[config.mk]
export PLATFORM = sky130hd
export DESIGN_NAME = cp0_ctrl
export DESIGN_NICKNAME = d
export VERILOG_FILES = /design/src/rtl/cp0_ctrl.sv
export SDC_FILE = /design/constraint.sdc
export NUM_CORES = 1
export LEC_CHECK = 0
export CORE_ASPECT_RATIO = 1.75
export CORE_MARGIN = 2
export CORE_UTILIZATION = 43
export DETAILED_ROUTE_END_ITERATION = 16
export PLACE_DENSITY = 0.79
export SETUP_SLACK_MARGIN = 0.4
export SYNTH_ARGS = -nofsm -noshare
export SYNTH_HDL_FRONTEND = slang
export SYNTH_SLANG_ARGS = --single-unit
[constraint.sdc]
create_clock -name clk -period 2.1 [get_ports clk]
set_clock_uncertainty 0.2 [all_clocks]
set_input_delay 0.315 -clock clk [delete_from_list [all_inputs] [get_ports clk]]
set_output_delay 0.315 -clock clk [all_outputs]
set_load 0.005 [all_outputs]
[src/rtl/cp0_ctrl.sv]
// CP0 exception/interrupt controller at M: SR, Cause, EPC, PRId plus the flush request.
// req and DOut are combinational; register updates are visible one cycle after the edge; no backpressure.
package cp0_pkg;
   localparam logic [31:0] PRID      = 32'h2022_0007;
   localparam logic [31:0] EXC_ENTRY = 32'h0000_4180;
endpackage

module cp0_ctrl (
   input  logic        clk,
   input  logic        reset,
   input  logic [4:0]  A1,
   input  logic [4:0]  A2,
   input  logic [31:0] DIn,
   input  logic        we,
   input  logic        EXLClr,
   input  logic [31:0] PC_M,
   input  logic        BD_M,
   input  logic [4:0]  ExcCode_M,
   input  logic [5:0]  HWInt,
   output logic [31:0] DOut,
   output logic [31:0] EPCOut,
   output logic        req
);
   import cp0_pkg::*;

   localparam logic [4:0] REG_SR    = 5'd12;
   localparam logic [4:0] REG_CAUSE = 5'd13;
   localparam logic [4:0] REG_EPC   = 5'd14;
   localparam logic [4:0] REG_PRID  = 5'd15;

   logic [5:0]  sr_im;
   logic        sr_exl;
   logic        sr_ie;
   logic        cause_bd;
   logic [5:0]  cause_ip;
   logic [4:0]  cause_exc;
   logic [31:0] epc;

   logic        int_req;
   logic        exc_req;
   logic [31:0] sr_word;
   logic [31:0] cause_word;

   assign int_req = sr_ie & ~sr_exl & (|(HWInt & sr_im));
   assign exc_req = (ExcCode_M != 5'd0) & ~sr_exl;
   assign req     = int_req | exc_req;

   assign sr_word    = {16'h0000, sr_im, 8'h00, sr_exl, sr_ie};
   assign cause_word = {cause_bd, 15'h0000, cause_ip, 3'b000, cause_exc, 2'b00};
   assign EPCOut     = epc;

   always_comb begin
      DOut = 32'h0000_0000;
      case (A1)
         REG_SR:    DOut = sr_word;
         REG_CAUSE: DOut = cause_word;
         REG_EPC:   DOut = epc;
         REG_PRID:  DOut = PRID;
         default:   DOut = 32'h0000_0000;
      endcase
   end

   // A flushed mtc0/eret must not commit, hence req ahead of EXLClr and we.
   always_ff @(posedge clk) begin
      if (reset) begin
         sr_im     <= 6'd0;
         sr_exl    <= 1'b0;
         sr_ie     <= 1'b0;
         cause_bd  <= 1'b0;
         cause_ip  <= 6'd0;
         cause_exc <= 5'd0;
         epc       <= 32'h0000_0000;
      end else begin
         cause_ip <= HWInt;
         if (req) begin
            sr_exl    <= 1'b1;
            cause_bd  <= BD_M;
            cause_exc <= int_req ? 5'd0 : ExcCode_M;
            epc       <= BD_M ? (PC_M - 32'd4) : PC_M;
         end else if (EXLClr) begin
            sr_exl <= 1'b0;
         end else if (we) begin
            if (A2 == REG_SR) begin
               sr_im  <= DIn[15:10];
               sr_exl <= DIn[1];
               sr_ie  <= DIn[0];
            end else if (A2 == REG_EPC) begin
               epc <= DIn;
            end
         end
      end
   end
endmodule

==> impl_metrics.py <==
metrics = {
    "drt": {
        "wire_per_inst_um": 28.11,
        "ant_nets": 0,
        "viasPerCell": 6.934,
        "drt_iter0_drc": 832,
        "drc_errors": 0,
        "num_vias": 5693,
        "wirelength_mm": 23.08,
        "dr.pass1.iters": 6,
    },
    "timing": {
        "fin_crit_ns": 2.271,
        "fmax_mhz": 440.4,
        "fin_crit_sh": 1.081,
        "hold_viol_final": 0,
        "holdWs_ns": 0.2186,
        "finalSetupViolations": 35,
        "relSlewSlack": 0.4463,
        "final_max_slew_viol_count": 0,
        "rsz0062_at_grt": "true",
        "tightest_slew_ns": 0.8236,
        "timing.final.ws_setup_ns": -0.1709,
    },
    "placement": {
        "io_buffers": 154,
        "place_hpwl_mm": 11.16,
        "dp_slack_ns": -0.4954,
        "placed_cell_area_um2": 6080,
        "place_congestion": 0.9158,
    },
    "min_path": {
        "min_from": "PC_M[2]",
        "hold_depth": 4,
        "min_to": "EPCOut[2]$_SDFFE_PP0P_",
        "holdCritPathClass": "input pin to register",
    },
    "clock_network": {
        "numCtsBuffers": 5,
        "path_clk_slew_ns": 0.07,
        "cts-root-buf": "clkbuf_16",
        "hold_buffers": 0,
        "cts.path.max_buffers": 2,
        "cts_sinks": 52,
        "clk_latency_ns": 0.31,
        "cts_max_level": 2,
        "cts_tree": "built",
    },
    "synthesis": {
        "synth_area_um2": 3672,
        "synth_cell_types": 58,
        "syn_nets": 536,
        "synth_edf_count": 0,
        "synth_top_cell_area_share": 0.2835,
        "synth_top_flop_cell": "dfxtp_1",
        "ys_ff_latch": 52,
        "synth_top_area_cell": "dfxtp_1",
        "netlist_top_cells_area": "dfxtp_1, mux2i_1, o31ai_1",
        "yosysSeqAreaShare": 0.2835,
        "yosys_warnings": 0,
        "syn_inst": 445,
        "syn_area_per_cell_um2": 8.252,
        "synthArstFlopShare": 0,
    },
    "global_route": {
        "grt.overflow.total": 0,
        "grt_usage": 0.3577,
        "grt_pass1_vias": 4979,
        "grt_antenna_before_repair": 1,
        "grt_max_degree": 38,
        "grt_first_pass_wirelength_mm": 25.69,
    },
    "pwr": {
        "power.leakage_nw": 2.938,
        "swShare": 0.3324,
        "p_int_mw": 2.138,
        "p_sw_mw": 1.065,
        "pwr-share-clk": 0.276,
        "seqPwrFrac": 0.363,
        "p_per_area_nw_per_um2": 429.2,
        "pwr-share-comb": 0.361,
        "vdd_drop_max_uv": 374.7,
    },
    "worst_setup_path": {
        "critPathMaxStageDelay_ns": 0.50,
        "critPathBufInv": 3,
        "worstSetupPathType": "input pin to register",
        "reg2reg_depth": 6,
        "path_cells": "clkdlybuf4s50_1 > nor3_4 > buf_4 > a21o_1 > buf_12 > and4_1 > a211oi_2",
        "start_kind": "input pin",
        "cp_data_required_time_ns": 2.06,
        "rr_endpoint": "sr_im[0]$_SDFFE_PP0P_",
        "crit_family": "buffers and inverters",
        "crit_path_end_kind": "register",
        "cp.arrival_ns": 2.23,
        "critical_path.max_fanout": 22,
        "r2r_start": "sr_im[5]$_SDFFE_PP0P_",
        "critPathSlowestCell": "clkdlybuf4s50_1",
        "reg2reg_slack_ns": -0.11,
    },
    "finish": {
        "areaGrowthSynthToFinish_pct": 103.2,
        "nFillCells": 314,
        "finalInstanceArea_um2": 7462,
        "nets": 796,
        "final_core_util": 0.8977,
        "antenna_cells": 0,
        "drive_above_1_share": 0.5283,
    },
    "floorplanning": {
        "rows": 44,
        "die_area_um2": 9324,
        "die_h_um": 126.3,
        "core_area_um2": 8313,
        "io_pins": 155,
        "die_w_um": 73.86,
        "start_util": 0.4418,
    },
    "outcome": {
        "status": "finished with violations",
        "violations": "setup timing",
    },
    "flow_run": {
        "maxCapViolCount": 0,
    },
}
-- how the worst max path moves through the flow --
| stage | startpoint | slack (ns) | endpoint | cells after the start |
|---|---|---|---|---|
| 6_report | ExcCode_M[2] | -0.17 | EPCOut[14]$_SDFFE_PP0P_ | 7 |
| 5_1_grt | ExcCode_M[0] | -0.31 | EPCOut[14]$_SDFFE_PP0P_ | 7 |
| 4_1_cts | sr_im[0]$_SDFFE_PP0P_ | 0.02 | sr_im[3]$_SDFFE_PP0P_ | 6 |
| 3_5_place_dp | PC_M[2] | -0.50 | EPCOut[22]$_SDFFE_PP0P_ | 8 |
| 3_3_place_gp | PC_M[2] | -0.44 | EPCOut[22]$_SDFFE_PP0P_ | 8 |
| 2_1_floorplan | HWInt[1] | 0.13 | sr_ie$_SDFFE_PP0P_ | 4 |
-- cell usage after synthesis, types with 14 or more instances --
cell type / count
and2_1: 16
nand2b_1: 15
a211oi_1: 23
clkbuf_1: 28
and4_1: 17
mux2i_1: 26
nor2_1: 34
o31ai_1: 26
dfxtp_1: 52
nand3_1: 14
a21oi_1: 24
nand4_1: 28
-- cell type report --
class / count / area [µm²] / area share
well taps: 115 / 143.9 / 0.01928
flip-flops and latches: 52 / 1104 / 0.1479
clock buffers: 6 / 138.9 / 0.01861
multi-input cells: 345 / 3184 / 0.4267
inverters: 8 / 37.54 / 0.005030
repair buffers: 293 / 2844 / 0.3811
clock inverters: 2 / 10.01 / 0.001341
-- cell families (layout without fill, tap and decap cells) --
family | after synthesis | count (layout) | synth area share
simple gates | 185 | 185 | 0.3189
buf+inv | 48 | 309 | 0.05519
xor+xnor | 8 | 8 | 0.01908
compound gates | 125 | 125 | 0.2491
flops | 52 | 52 | 0.2835
mux | 26 | 26 | 0.07087
fa+ha+maj | 1 | 1 | 0.003407
-- power by group through the flow --
stage / Clock [mW] / Combinational [mW] / Sequential, mW
2_1_floorplan: 0 / 0.327 / 1.13
3_3_place_gp: 0 / 0.829 / 1.14
3_5_place_dp: 0 / 0.848 / 1.15
4_1_cts: 0.826 / 0.891 / 1.14
5_1_grt: 0.922 / 1.19 / 1.17
6_report: 0.884 / 1.16 / 1.16
-- flip-flops by register name, indices dropped and copies added, names as in the netlist --
| name | flops |
|---|---|
| sr_ie | 1 |
| EPCOut | 32 |
| cause_exc | 5 |
| sr_exl | 1 |
| cause_bd | 1 |
| cause_ip | 6 |
| sr_im | 6 |
-- layer usage --
layer,vias to the layer above,global-route usage,part of all wire,wire length (µm)
met5,-,0,0,0
met4,0,0.2342,0.097,2239
met3,197,0.05680,0.11,2493
met2,602,0.6239,0.48,11100
met1,2639,0.3803,0.31,7244
li1,2255,-,-,-
-- worst min-delay path, cell delays in order --
cell and delay, ns:
buf_6 0.10, xor2_1 0.11, a21oi_4 0.12, a211oi_2 0.04
-- through the flow --
step	TNS, ns	instances	total power, mW
after CTS	0	804	2.852
after floorplan	0	445	1.457
final	-2.240	821	3.203
after detailed placement	-26.39	768	1.995
after global placement	-24.21	768	1.973
after global routing	-3.845	821	3.283
-- cell usage in the layout, fill, tap and decap left out, drive strengths merged, types with 3 or more instances in the layout --
cell type / count
buf: 177
clkdlybuf4s50: 72
dfxtp: 52
nor2: 35
nand4: 28
o31ai: 26
mux2i: 26
a21oi: 24
a211oi: 23
clkbuf: 23
and4: 17
and2: 16
nand2b: 15
nand3: 14
dlygate4sd2: 13
dlymetal6s2s: 12
nor3: 11
nor2b: 10
a311oi: 10
o21ai: 9
nor4: 8
inv: 8
nand2: 7
or3: 6
o31a: 5
xor2: 5
a22oi: 5
or4: 5
o21a: 4
nand3b: 3
nand4b: 3
a41oi: 3
xnor2: 3
a22o: 3
-- what timing repair did --
| action | 4_1_cts | 5_1_grt |
|---|---|---|
| pin swaps | 42 | 77 |
| setup buffers | 24 | 13 |
| cloned | 4 | 4 |
| setup endpoints to repair | 95 | 101 |
| resized for setup | 283 | 205 |
Note: power is estimated with default switching activity, not from simulation.
==> variant 1: new RTL, same flow settings <==
Put one more register stage on the output `EPCOut`, with the module's reset. The value now appears one clock later. The other outputs are not delayed to match.
--- a/src/rtl/cp0_ctrl.sv
+++ b/src/rtl/cp0_ctrl.sv
@@ -47,7 +47,13 @@
 
    assign sr_word    = {16'h0000, sr_im, 8'h00, sr_exl, sr_ie};
    assign cause_word = {cause_bd, 15'h0000, cause_ip, 3'b000, cause_exc, 2'b00};
-   assign EPCOut     = epc;
+   always_ff @(posedge clk) begin
+      if (reset) begin
+         EPCOut <= '0;
+      end else begin
+         EPCOut <= epc;
+      end
+   end
 
    always_comb begin
       DOut = 32'h0000_0000;
Check against the original RTL: not equivalent (Yosys sat finds a counterexample within 4 cycles, from zero or initial values and one cycle with reset high).
==> variant 1 against the unedited design <==
Global-route usage shrank 7.7 points; via count is 21% lower; sequential cell count grew 32; register-to-register slack better by 0.15 ns; worst setup slack better by 0.19 ns; synthesized area increased by 11%; synthesized cell count grew 0.45%; non-clock buffer count fell by 31; sequential share of layout area rose by 7.0 points; design area up 3.7%; power grew 33%; wire length decreased by 30%.
==> variant 1: results (changes against the unedited design) <==
| Metric | Value |
|---|---|
| Average via count per standard cell | 5.48 (-21%) |
| Buffer depth of the longest clock path | 2 (unchanged) |
| Area contributors post-synth | dfxtp_1, nor2b_1, a211oi_1, mux2i_1, xnor2_1 |
| Count of yosys warnings during synthesis | 0 (unchanged) |
| Maximum resistive drop on vdd | 522 uV (+39%) |
| Total clock buffers created by CTS | 9 (+4) |
| Clock transition at the registers of the reported paths | 0.06 ns |
| Reported leakage power | 0.00329 uW (+12%) |
| Cell depth of the worst flop-to-flop path | 7 (+1) |
| First-pass GRT wire length | 22700 um (-11%) |
| RR Endpoint | sr_im[1] |
| Origin of the critical flop-to-flop path | sr_im[2] |
| Leading post-synthesis cells by instance count | dfxtp_1, nor2b_1, nor2_1, a211oi_1, mux2i_1 |
| Max-cap check violation count | 0 (unchanged) |
| Number of optimization iterations in the first detailed-route pass | 4 (-2) |
| Number of cells traversed by the worst hold path | 2 (-2) |
| Total of buffers placed on input and output ports | 154 (unchanged) |
| Per-cell routed wire length | 19.5 um (-31%) |
| Largest delay share family, worst path | simple AND/OR/NAND/NOR gates |
| Post-DP Area | 0.00635 mm^2 (+4.5%) |
| Synthesized net count | 538 (+0.37%) |
| Critical-path top delay cell | or4_4 |
| Layout filler cell count | 503 (+60%) |
| Regs by FF count | EPCOut x32, epc x32 |
| Synth async-reset ratio | 0 (unchanged) |
| Master cell of the clock root buffer | clkbuf_16 |
| Worst R2R Setup Slack | 0.04 ns (+0.15 ns) |
| CP arrival | 1.56 ns (-0.67 ns) |
| Hold/Removal Path Class | in -> reg |
| Fraction of layout cells with a size suffix above 1 | 0.411 (-0.118) |
| Count of unique library cells instantiated by Yosys | 47 (-19%) |
| Endpoint of the worst hold-timing path | cause_ip[3] |
| Start point of the worst min-delay path | HWInt[3] |
| Clk Latency, worst-skew pair | 0.34 ns (+0.03 ns) |
| Gpl congestion | 0.877 (-4.2%) |
| Layout Nets | 785 (-1.4%) |
| Number of antenna violations at the first check in global routing | 1 (unchanged) |
| H-Tree Level Count | 3 (+1) |
| Crit-path max FO | 4 (-82%) |
| Total routing resource utilization after global routing | 0.281 (-0.0771) |
| Status | finished clean |
| Via count of the first global-routing pass | 4523 (-9.2%) |
| Detail Placement HPWL | 9770 um (-12%) |
| Switch share | 0.274 (-0.0589) |
| Maximum number of pins on one net before global-route repair | 85 (+120%) |
| Post-synthesis sequential area ratio | 0.413 (+0.129) |
| Worst Max-Slew Pin Slew | 0.429 ns (-0.395 ns) |
| Initial drt markers | 310 (-63%) |
| Largest stage delay, worst path | 0.51 ns |
==> variant 1: changes by cell type in the layout (fill, tap and decap cells not counted), moves of 19 or more <==
cell            before  now
dlymetal6s2s_1      12   32
nand4_1             28    2
dfxtp_1             14   80
dfxtp_2             32    4
o31ai_1             25    1
nor2_1              22   41
xnor2_1              3   24
buf_4               90   67
nor2b_1              7   58
==> variant 1: repair_timing <==
| action | 4_1_cts | 5_1_grt |
|---|---|---|
| resized for setup | 257 | 129 |
| setup buffers | 18 | 9 |
| cloned | 4 | 3 |
| endpoints found under the setup margin | 81 | 85 |
| pin swaps | 30 | 39 |
| endpoints found under the hold margin | 0 | 0 |
==> variant 1: routing by layer <==
layer	part of all wire	GRT usage
met1	0.35	0.283
met2	0.55	0.529
met3	0.048	0.0505
met4	0.053	0.150
met5	0	0
==> variant 1: how the worst max path moves through the flow <==
stage                      start      end  cells after the start
finish              ExcCode_M[1]      req                      6
global placement    ExcCode_M[0]      req                      6
floorplan               PC_M[24]  epc[27]                      5
CTS                     sr_im[0]      req                      5
detailed placement  ExcCode_M[1]  epc[27]                      8
global route            sr_im[0]      req                      5
==> variant 1: stage by stage <==
step	instances	setup TNS (ns)	worst slack (ns)	hold slack, ns	total power [uW]
after detailed placement	771	-34.11	-0.603	0.250	2540
after global routing	822	-0.00421	-0.00421	0.0815	4390
after floorplan	447	0	0.102	0.237	2100
final	822	0	0.0240	0.0602	4260
after CTS	809	0	0.0255	0.133	4110
after global placement	771	-31.14	-0.575	0.253	2520
==> variant 1: cell families (layout without fill, tap and decap cells) <==
kind of cell,after synthesis,count (layout),share of synthesized area
AO/OA/AOI/OAI,85,85,0.152
XOR/XNOR,28,28,0.0602
adder cells (fa/ha/maj),1,1,0.00307
buffers and inverters,33,284,0.0319
flip-flops,84,84,0.413
multiplexers,26,26,0.0639
other,0,1,0
AND/OR/NAND/NOR,190,191,0.276
==> variant 1: layout make-up <==
| cell class | count | area (um^2) | area share |
|---|---|---|---|
| timing repair buffer | 262 | 2650 | 0.342 |
| multi-input combinational | 331 | 2930 | 0.379 |
| sequential | 84 | 1690 | 0.218 |
| clock buffer | 12 | 256 | 0.0332 |
| inverter | 6 | 27.5 | 0.00356 |
| clock inverter | 4 | 33.8 | 0.00437 |
| antenna | 1 | 2.50 | 0.000324 |
| tap | 122 | 153 | 0.0197 |
==> variant 1: power groups by stage <==
stage / Combinational [uW] / Clock [uW] / Sequential [uW]
final: 929 / 1550 / 1780
after global routing: 981 / 1620 / 1790
after CTS: 797 / 1550 / 1770
after detailed placement: 740 / 0 / 1800
after global placement: 721 / 0 / 1800
after floorplan: 318 / 0 / 1780
==> variant 2: new RTL, same settings <==
Made on the original files. Register the input `ExcCode_M` before use, with the module's reset. The logic sees it one clock later. The other inputs are not delayed to match.
--- a/src/rtl/cp0_ctrl.sv
+++ b/src/rtl/cp0_ctrl.sv
@@ -28,6 +28,16 @@
    localparam logic [4:0] REG_EPC   = 5'd14;
    localparam logic [4:0] REG_PRID  = 5'd15;
 
+   logic [4:0] ExcCode_M_q;
+
+   always_ff @(posedge clk) begin
+      if (reset) begin
+         ExcCode_M_q <= '0;
+      end else begin
+         ExcCode_M_q <= ExcCode_M;
+      end
+   end
+
    logic [5:0]  sr_im;
    logic        sr_exl;
    logic        sr_ie;
@@ -42,7 +52,7 @@
    logic [31:0] cause_word;
 
    assign int_req = sr_ie & ~sr_exl & (|(HWInt & sr_im));
-   assign exc_req = (ExcCode_M != 5'd0) & ~sr_exl;
+   assign exc_req = (ExcCode_M_q != 5'd0) & ~sr_exl;
    assign req     = int_req | exc_req;
 
    assign sr_word    = {16'h0000, sr_im, 8'h00, sr_exl, sr_ie};
@@ -75,7 +85,7 @@
          if (req) begin
             sr_exl    <= 1'b1;
             cause_bd  <= BD_M;
-            cause_exc <= int_req ? 5'd0 : ExcCode_M;
+            cause_exc <= int_req ? 5'd0 : ExcCode_M_q;
             epc       <= BD_M ? (PC_M - 32'd4) : PC_M;
          end else if (EXLClr) begin
             sr_exl <= 1'b0;
Function: changed (Yosys sat finds a counterexample within 4 cycles, from zero or initial values and one cycle with reset high).
==> variant 2 against the unedited design <==
The run now fails in 5_1_grt; synthesized area decreased by 8.3%.
==> variant 2: results (changes against the unedited design) <==
| Metric | Value |
|---|---|
| Synthesized net count | 495 (-7.6%) |
| Most instantiated flip-flop cell in the synthesis netlist | dfxtp_1 |
| Gpl congestion | 0.914 (-0.24%) |
| Stop Error | [ERROR GRT-0232] Routing congestion too high. Check the congestion heatmap in the GUI. |
| Count of unique library cells instantiated by Yosys | 46 (-21%) |
| CTS sink cnt | 57 (+9.6%) |
| Status | did not finish |
| Area contributors post-synth | dfxtp_1, mux2i_1, nor2_1, xnor2_1, a21oi_1 |
| Aggregate global routing overflow | 503 |
| Critical endpoint after global-route timing repair | EPCOut[25]$_SDFFE_PP0P_/D |
| Detail Placement HPWL | 9570 um (-14%) |
| Post-synthesis sequential area ratio | 0.339 (+0.0553) |
| Post-DP Area | 0.00562 mm^2 (-7.5%) |
| Master cell of the clock root buffer | clkbuf_16 |
| Synth async-reset ratio | 0 (unchanged) |
| Stage where the run ended | 5_1_grt |
| Worst endpoint kind after the last repair | register data pin |
| H-Tree Level Count | 3 (+1) |
| Number of antenna violations at the first check in global routing | 1 |
| Buffer depth of the longest clock path | 2 (unchanged) |
| Count of yosys warnings during synthesis | 0 (unchanged) |
| Maximum number of pins on one net before global-route repair | 42 |
| Leading post-synthesis cells by instance count | nor2_1, dfxtp_1, mux2i_1, a21oi_1, xnor2_1 |
| Total routing resource utilization after global routing | 0.877 |
| Total of buffers placed on input and output ports | 154 (unchanged) |
| Total clock buffers created by CTS | 9 (+4) |
[variant 2: cell types whose count changed after synthesis, sizes merged, moves of 9 or more]
cell	change
o31ai	-26
clkbuf	-9
xnor2	+18
mux2i	+20
nand4	-22
a21o	+10
nand3	-12
a311oi	-9
and4	-17
nand2b	-15
nor2	+31
[variant 2: what timing repair did]
action                                  in CTS
pin swaps                                   96
gates cloned                                10
endpoints found under the setup margin     108
buffers inserted                            34
resized for setup                          416
[variant 2: logic make-up after synthesis]
group	share of synthesized area
multiplexers	0.137
buffers and inverters	0.0368
flip-flops	0.339
adder cells (fa/ha/maj)	0.00371
AO/OA/AOI/OAI	0.165
AND/OR/NAND/NOR	0.257
XOR/XNOR	0.0624
[variant 2: metrics by stage]
stage	TNS, ns	setup slack [ns]	instances	util	hold WS [ns]
after detailed placement	-28.76	-0.500	692	0.743	0.277
after floorplan	0	0.0841	404	-	0.237
after global placement	-26.90	-0.445	692	0.743	0.268
after CTS	0	0.0776	752	0.918	0.188
[variant 2: metal layers]
| metal | GRT overflow | global-route usage |
|---|---|---|
| met5 | 0 | 0.0523 |
| met4 | 131 | 1.03 |
| met3 | 4 | 0.585 |
| met2 | 368 | 1.18 |
| met1 | 0 | 0.785 |
